### src/rtl/step_pkg.sv
// Shared definitions for the multi-cycle pipeline steps: the common
// start/done state machine encoding and the product saturation helper.
package step_pkg;

  localparam int DATA_W = 8;
  // Widest data path the saturation helper supports.
  localparam int MAX_W  = 32;

  typedef enum logic [1:0] {
    IDLE     = 2'd0,
    BUSY     = 2'd1,
    DONE     = 2'd2,
    WAIT_LOW = 2'd3
  } step_state_e;

  // Clamp a double-width unsigned accumulator to w bits: any set bit at or
  // above position w means overflow and yields all ones in the low w bits.
  // Callers zero-extend their accumulator to 2*MAX_W and keep the low w bits.
  function automatic logic [MAX_W-1:0] saturate(input logic [2*MAX_W-1:0] acc,
                                                input int w);
    logic [MAX_W-1:0] lo_mask;
    logic             ovf;
    lo_mask = '0;
    ovf     = 1'b0;
    for (int i = 0; i < MAX_W; i++) begin
      if (i < w) lo_mask[i] = 1'b1;
    end
    for (int i = 0; i < 2*MAX_W; i++) begin
      if (i >= w && acc[i]) ovf = 1'b1;
    end
    return ovf ? lo_mask : (acc[MAX_W-1:0] & lo_mask);
  endfunction

endpackage

### src/rtl/seq_mult_step.sv
// Multi-cycle multiply-by-constant step. Captures the operand on a start
// request, runs a WIDTH-iteration shift-add, then presents the saturated or
// truncated product with a one-cycle done pulse. A request held past done
// parks in WAIT_LOW so it cannot launch a second operation.
module seq_mult_step
  import step_pkg::*;
#(
  parameter int          WIDTH = DATA_W,
  parameter int unsigned COEF  = 3,
  parameter bit          SAT   = 1'b1
) (
  input  logic             clk,
  input  logic             rst_n,
  input  logic             start,
  input  logic [WIDTH-1:0] in_data,
  output logic [WIDTH-1:0] out_data,
  output logic             done
);

  localparam int               AW     = 2 * WIDTH;
  localparam int               CNT_W  = $clog2(WIDTH) + 1;
  localparam logic [WIDTH-1:0] COEF_V = WIDTH'(COEF);
  localparam logic [CNT_W-1:0] LAST   = CNT_W'(WIDTH - 1);

  step_state_e      state_q;
  logic [AW-1:0]    acc_q;
  logic [AW-1:0]    mcand_q;
  logic [WIDTH-1:0] mplier_q;
  logic [CNT_W-1:0] cnt_q;
  logic [WIDTH-1:0] out_q;
  logic             done_q;

  logic [AW-1:0]    acc_d;
  logic [WIDTH-1:0] result_d;

  // Accumulator value after this cycle's conditional add.
  always_comb begin
    acc_d = mplier_q[0] ? (acc_q + mcand_q) : acc_q;
  end

  // Final product as it will be presented, including the last iteration's add.
  always_comb begin
    if (SAT) begin
      result_d = WIDTH'(saturate((2*MAX_W)'(acc_d), WIDTH));
    end else begin
      result_d = acc_d[WIDTH-1:0];
    end
  end

  // Handshake FSM and shift-add datapath; cnt_q decides when BUSY ends.
  always_ff @(posedge clk or negedge rst_n) begin
    if (!rst_n) begin
      state_q  <= IDLE;
      acc_q    <= '0;
      mcand_q  <= '0;
      mplier_q <= '0;
      cnt_q    <= '0;
      out_q    <= '0;
      done_q   <= 1'b0;
    end else begin
      done_q <= 1'b0;
      case (state_q)
        IDLE: begin
          if (start) begin
            mcand_q  <= {{WIDTH{1'b0}}, in_data};
            mplier_q <= COEF_V;
            acc_q    <= '0;
            cnt_q    <= '0;
            state_q  <= BUSY;
          end
        end
        BUSY: begin
          if (!start) begin
            // Request withdrawn: abandon the operation, keep the old result.
            state_q <= IDLE;
          end else begin
            acc_q    <= acc_d;
            mcand_q  <= mcand_q << 1;
            mplier_q <= mplier_q >> 1;
            cnt_q    <= cnt_q + 1'b1;
            if (cnt_q == LAST) begin
              out_q   <= result_d;
              done_q  <= 1'b1;
              state_q <= DONE;
            end
          end
        end
        DONE: begin
          state_q <= start ? WAIT_LOW : IDLE;
        end
        WAIT_LOW: begin
          if (!start) state_q <= IDLE;
        end
        default: begin
          state_q <= IDLE;
        end
      endcase
    end
  end

  assign out_data = out_q;
  assign done     = done_q;

endmodule

### config.mk
export PLATFORM = sky130hd
export DESIGN_NAME = seq_mult_step
export DESIGN_NICKNAME = d
export VERILOG_FILES = /design/src/rtl/step_pkg.sv /design/src/rtl/seq_mult_step.sv
export SDC_FILE = /design/constraint.sdc
export NUM_CORES = 1
export LEC_CHECK = 0
export ABC_AREA = 1
export CAP_MARGIN = 25
export CELL_PAD_IN_SITES_DETAIL_PLACEMENT = 1
export CELL_PAD_IN_SITES_GLOBAL_PLACEMENT = 2
export CORE_UTILIZATION = 25
export DETAILED_ROUTE_END_ITERATION = 8
export PLACE_DENSITY_LB_ADDON = 0.1
export SLEW_MARGIN = 10
export SYNTH_ARGS = -nofsm -noshare
export SYNTH_HDL_FRONTEND = slang
export SYNTH_SLANG_ARGS = --single-unit
### constraint.sdc
create_clock -name clk -period 5.9 [get_ports clk]
set_input_delay 0.885 -clock clk [delete_from_list [all_inputs] [get_ports clk]]
set_output_delay 0.885 -clock clk [all_outputs]
set_load 0.01 [all_outputs]
==> load_flow_metrics.sql <==
INSERT INTO impl_metrics (metric_group, metric, value, unit) VALUES
('status', 'outcome', 'complete, no violations', ''),
('sta', 'fin_tns_setup', '0', 'ns'),
('clock_network', 'h-tree-depth', '2', ''),
('global_route', 'track_usage', '0.1550', ''),
('synthesis', 'synth_nets', '428', ''),
('placed_design', 'dp_hpwl', '6936', 'um'),
('synthesis', 'synth_area', '3064', 'um2'),
('sta', 'final.min_clock_period', '2.756', 'ns'),
('floorplan', 'die_height', '112.7', 'um'),
('floorplan', 'floorplan.die_area', '12700', 'um2'),
('clock_network', 'cts_post_setup_buffers_inserted', '0', ''),
('synthesis', 'post_synthesis_share_of_cell_area_spent_on_full_adders_half_adders_and_majority_gates', '0.07187', ''),
('synthesis', 'asyncSetResetFlopFracSynth', '1.000', ''),
('placed_design', 'portBuffers', '19', ''),
('global_route', 'global_route_wire_length_before_repair', '14970', 'um'),
('synthesis', 'synth_top_family_by_area', 'simple AND/OR/NAND/NOR gates', ''),
('clock_network', 'cts_num_sinks', '49', ''),
('clock_network', 'worstSkewPairLatency', '0.29', 'ns'),
('detailed_routing', 'route.detailed.vias_per_inst', '4.601', ''),
('hold_path', 'holdPathEnd', 'out_data[7]$_DFFE_PN0P_', ''),
('layout', 'final_net_count', '447', ''),
('placed_design', 'gp_congestion', '0.7180', ''),
('synthesis', 'yosys.area_share.xor_xnor', '0.02287', ''),
('clock_network', 'cts-resized-gates', '0', ''),
('clock_network', 'clk_path_buf_depth', '2', ''),
('clock_network', 'clock_pin_slew_on_the_worst_setup_and_hold_paths', '0.06', 'ns'),
('floorplan', 'coreArea', '11960', 'um2'),
('run', 'cap_viol_max_count', '0', ''),
('synthesis', 'yosysWarnings', '0', ''),
('worst_setup_path', 'timing.rr.end', 'out_data[4]$_DFFE_PN0P_', ''),
('worst_setup_path', 'regToRegSetupSlack', '3.32', 'ns'),
('floorplan', 'io_pins', '20', ''),
('layout', 'diodes', '0', ''),
('detailed_routing', 'dr_total_vias', '2609', ''),
('synthesis', 'netlist-cell-type-count', '34', ''),
('global_route', 'vias_in_the_first_global_route', '2710', ''),
('worst_setup_path', 'worst_setup_path_end_kind', 'register', ''),
('worst_setup_path', 'worstSetupPathType', 'input port to register', ''),
('floorplan', 'starting_density', '0.2562', ''),
('worst_setup_path', 'worst-endpoint-arrival', '2.94', 'ns'),
('sta', 'report.final.hold_viol_count', '0', ''),
('detailed_routing', 'ant_nets', '0', ''),
('worst_setup_path', 'worstPathRequired', '6.08', 'ns'),
('sta', 'rsz0062_at_grt', 'false', ''),
('clock_network', 'tritoncts', 'yes', ''),
('power', 'ir_worst_vdd', '0.1561', 'mV'),
('sta', 'hold_slack', '0.5170', 'ns'),
('sta', 'finalCritPeriodShare', '0.4671', ''),
('synthesis', 'synth.yosys.seq_area_share', '0.4002', ''),
('power', 'power_after_layout', '1.112', 'mW'),
('sta', 'setup_viol_count_final', '0', ''),
('power', 'p_leak', '1.771', 'nW'),
('synthesis', 'synthesis.area_per_instance', '7.660', 'um2'),
('clock_network', 'cts.root.buffer_cell', 'sky130_fd_sc_hd__clkbuf_16', ''),
('hold_path', 'min_path_cells', '2', ''),
('worst_setup_path', 'worst_r2r_path_depth', '14', ''),
('detailed_routing', 'detail_route.iter0.violations', '117', ''),
('clock_network', 'cts_inserted_buffers', '5', ''),
('synthesis', 'post_synth_inst_count', '400', ''),
('synthesis', 'yosys-mux-area-fraction', '0', ''),
('synthesis', 'synth-edff-count', '0', ''),
('sta', 'timing.fmax', '0.3629', 'GHz'),
('global_route', 'grt_remaining_overflow', '0', ''),
('synthesis', 'ys_ff_latch', '49', ''),
('hold_path', 'min_from', 'out_data[7]$_DFFE_PN0P_', ''),
('floorplan', 'fp-row-count', '40', ''),
('sta', 'worst_case_clock_skew', '0.003442', 'ns'),
('synthesis', 'synthFlopType', 'sky130_fd_sc_hd__dfrtp_1', ''),
('sta', 'count_of_final_max_slew_check_failures', '0', ''),
('detailed_routing', 'drcViolationCount', '0', ''),
('worst_setup_path', 'worst_setup_path_start_kind', 'input port', '');
==> layout by cell type (no fill, tap or decap), drive strengths merged, types with 10 or more instances in the layout <==
master,n
a21oi,10
clkdlybuf4s50,18
dfrtp,49
ha,16
inv,56
nand2,118
nand3,37
nor2,45
o21ai,15
o22ai,18
==> worst max-delay path, stage by stage <==
cell and delay, ns:
sky130_fd_sc_hd__clkdlybuf4s50_1 0.51, sky130_fd_sc_hd__nand2_1 0.52, sky130_fd_sc_hd__inv_2 0.38, sky130_fd_sc_hd__nand2_1 0.13
sky130_fd_sc_hd__inv_2 0.24, sky130_fd_sc_hd__nand2_1 0.10, sky130_fd_sc_hd__nor2_1 0.14, sky130_fd_sc_hd__nor2_1 0.05
==> stage by stage <==
step	area (um2)	worst slack (ns)	utilization	instances
after floorplan	3064	3.789	-	400
after global placement	3395	2.888	0.2838	559
after detailed placement	3395	2.743	0.2838	559
after CTS	3552	3.059	0.2970	567
after global routing	3552	2.922	0.2970	567
final	3552	3.144	0.2970	567
==> cells in the mapped netlist, types with 2 or more instances <==
cell | n | area, um2
sky130_fd_sc_hd__nor2_2 | 4 | 25.02
sky130_fd_sc_hd__a21oi_1 | 7 | 35.03
sky130_fd_sc_hd__inv_2 | 3 | 11.26
sky130_fd_sc_hd__inv_1 | 53 | 198.9
sky130_fd_sc_hd__nand3b_1 | 2 | 15.01
sky130_fd_sc_hd__nand2_1 | 109 | 409.1
sky130_fd_sc_hd__o22ai_1 | 18 | 112.6
sky130_fd_sc_hd__a22o_1 | 4 | 35.03
sky130_fd_sc_hd__nand4_1 | 3 | 18.77
sky130_fd_sc_hd__nand3_2 | 5 | 50.05
sky130_fd_sc_hd__a21oi_2 | 3 | 26.28
sky130_fd_sc_hd__ha_1 | 16 | 200.2
sky130_fd_sc_hd__o21ai_0 | 14 | 70.07
sky130_fd_sc_hd__nor2_1 | 38 | 142.6
sky130_fd_sc_hd__xor2_1 | 8 | 70.07
sky130_fd_sc_hd__clkbuf_1 | 5 | 18.77
sky130_fd_sc_hd__nand3_1 | 32 | 160.2
sky130_fd_sc_hd__nor2_4 | 3 | 33.78
sky130_fd_sc_hd__dfrtp_1 | 49 | 1226
sky130_fd_sc_hd__nand2_2 | 9 | 56.30
sky130_fd_sc_hd__buf_2 | 2 | 10.01
==> state kept, by name (all words and copies together), names as in the netlist <==
register	flops
acc_q	16
mplier_q	2
mcand_q	16
state_q	2
done	1
out_data	8
cnt_q	4
==> logic make-up after synthesis <==
family / Yosys count
adders and majority gates: 17
xor gates and xnor gates: 8
DFF: 49
and+or+nand+nor: 209
buffers and inverters: 65
AOI/OAI and AO/OA: 52
==> final cells by class <==
type | instances | area [um2]
fill | 1431 | 8409
clock buffer | 7 | 152.6
clock inverter | 1 | 5.005
tap | 147 | 183.9
multi-input combinational | 286 | 1574
inverter | 56 | 210.2
sequential | 49 | 1226
timing repair buffer | 21 | 200.2
==> power by group <==
group	switching, mW	total (mW)	internal, mW
clock network	0.124	0.304	0.180
logic	0.234	0.378	0.144
registers	0.0415	0.430	0.389
total	0.400	1.11	0.712
==> worst max path at each step <==
stage                                    endpoint  slack (ns)  cells after the start
after floorplan           out_data[0]$_DFFE_PN0P_        3.79                     14
after global placement    out_data[3]$_DFFE_PN0P_        2.89                      8
after detailed placement  out_data[3]$_DFFE_PN0P_        2.74                      8
after CTS                 out_data[3]$_DFFE_PN0P_        3.06                      8
after global routing      out_data[3]$_DFFE_PN0P_        2.92                      8
final                     out_data[3]$_DFFE_PN0P_        3.14                      8
==> metal layers <==
layer	GRT usage	part of all wire	vias to the layer above
met3	0.01821	0.014	5
met4	0.04000	0.011	0
met2	0.2572	0.46	20
met5	0	0	-
li1	-	-	1326
met1	0.2142	0.52	1258
(Power assumes the default switching activity.)
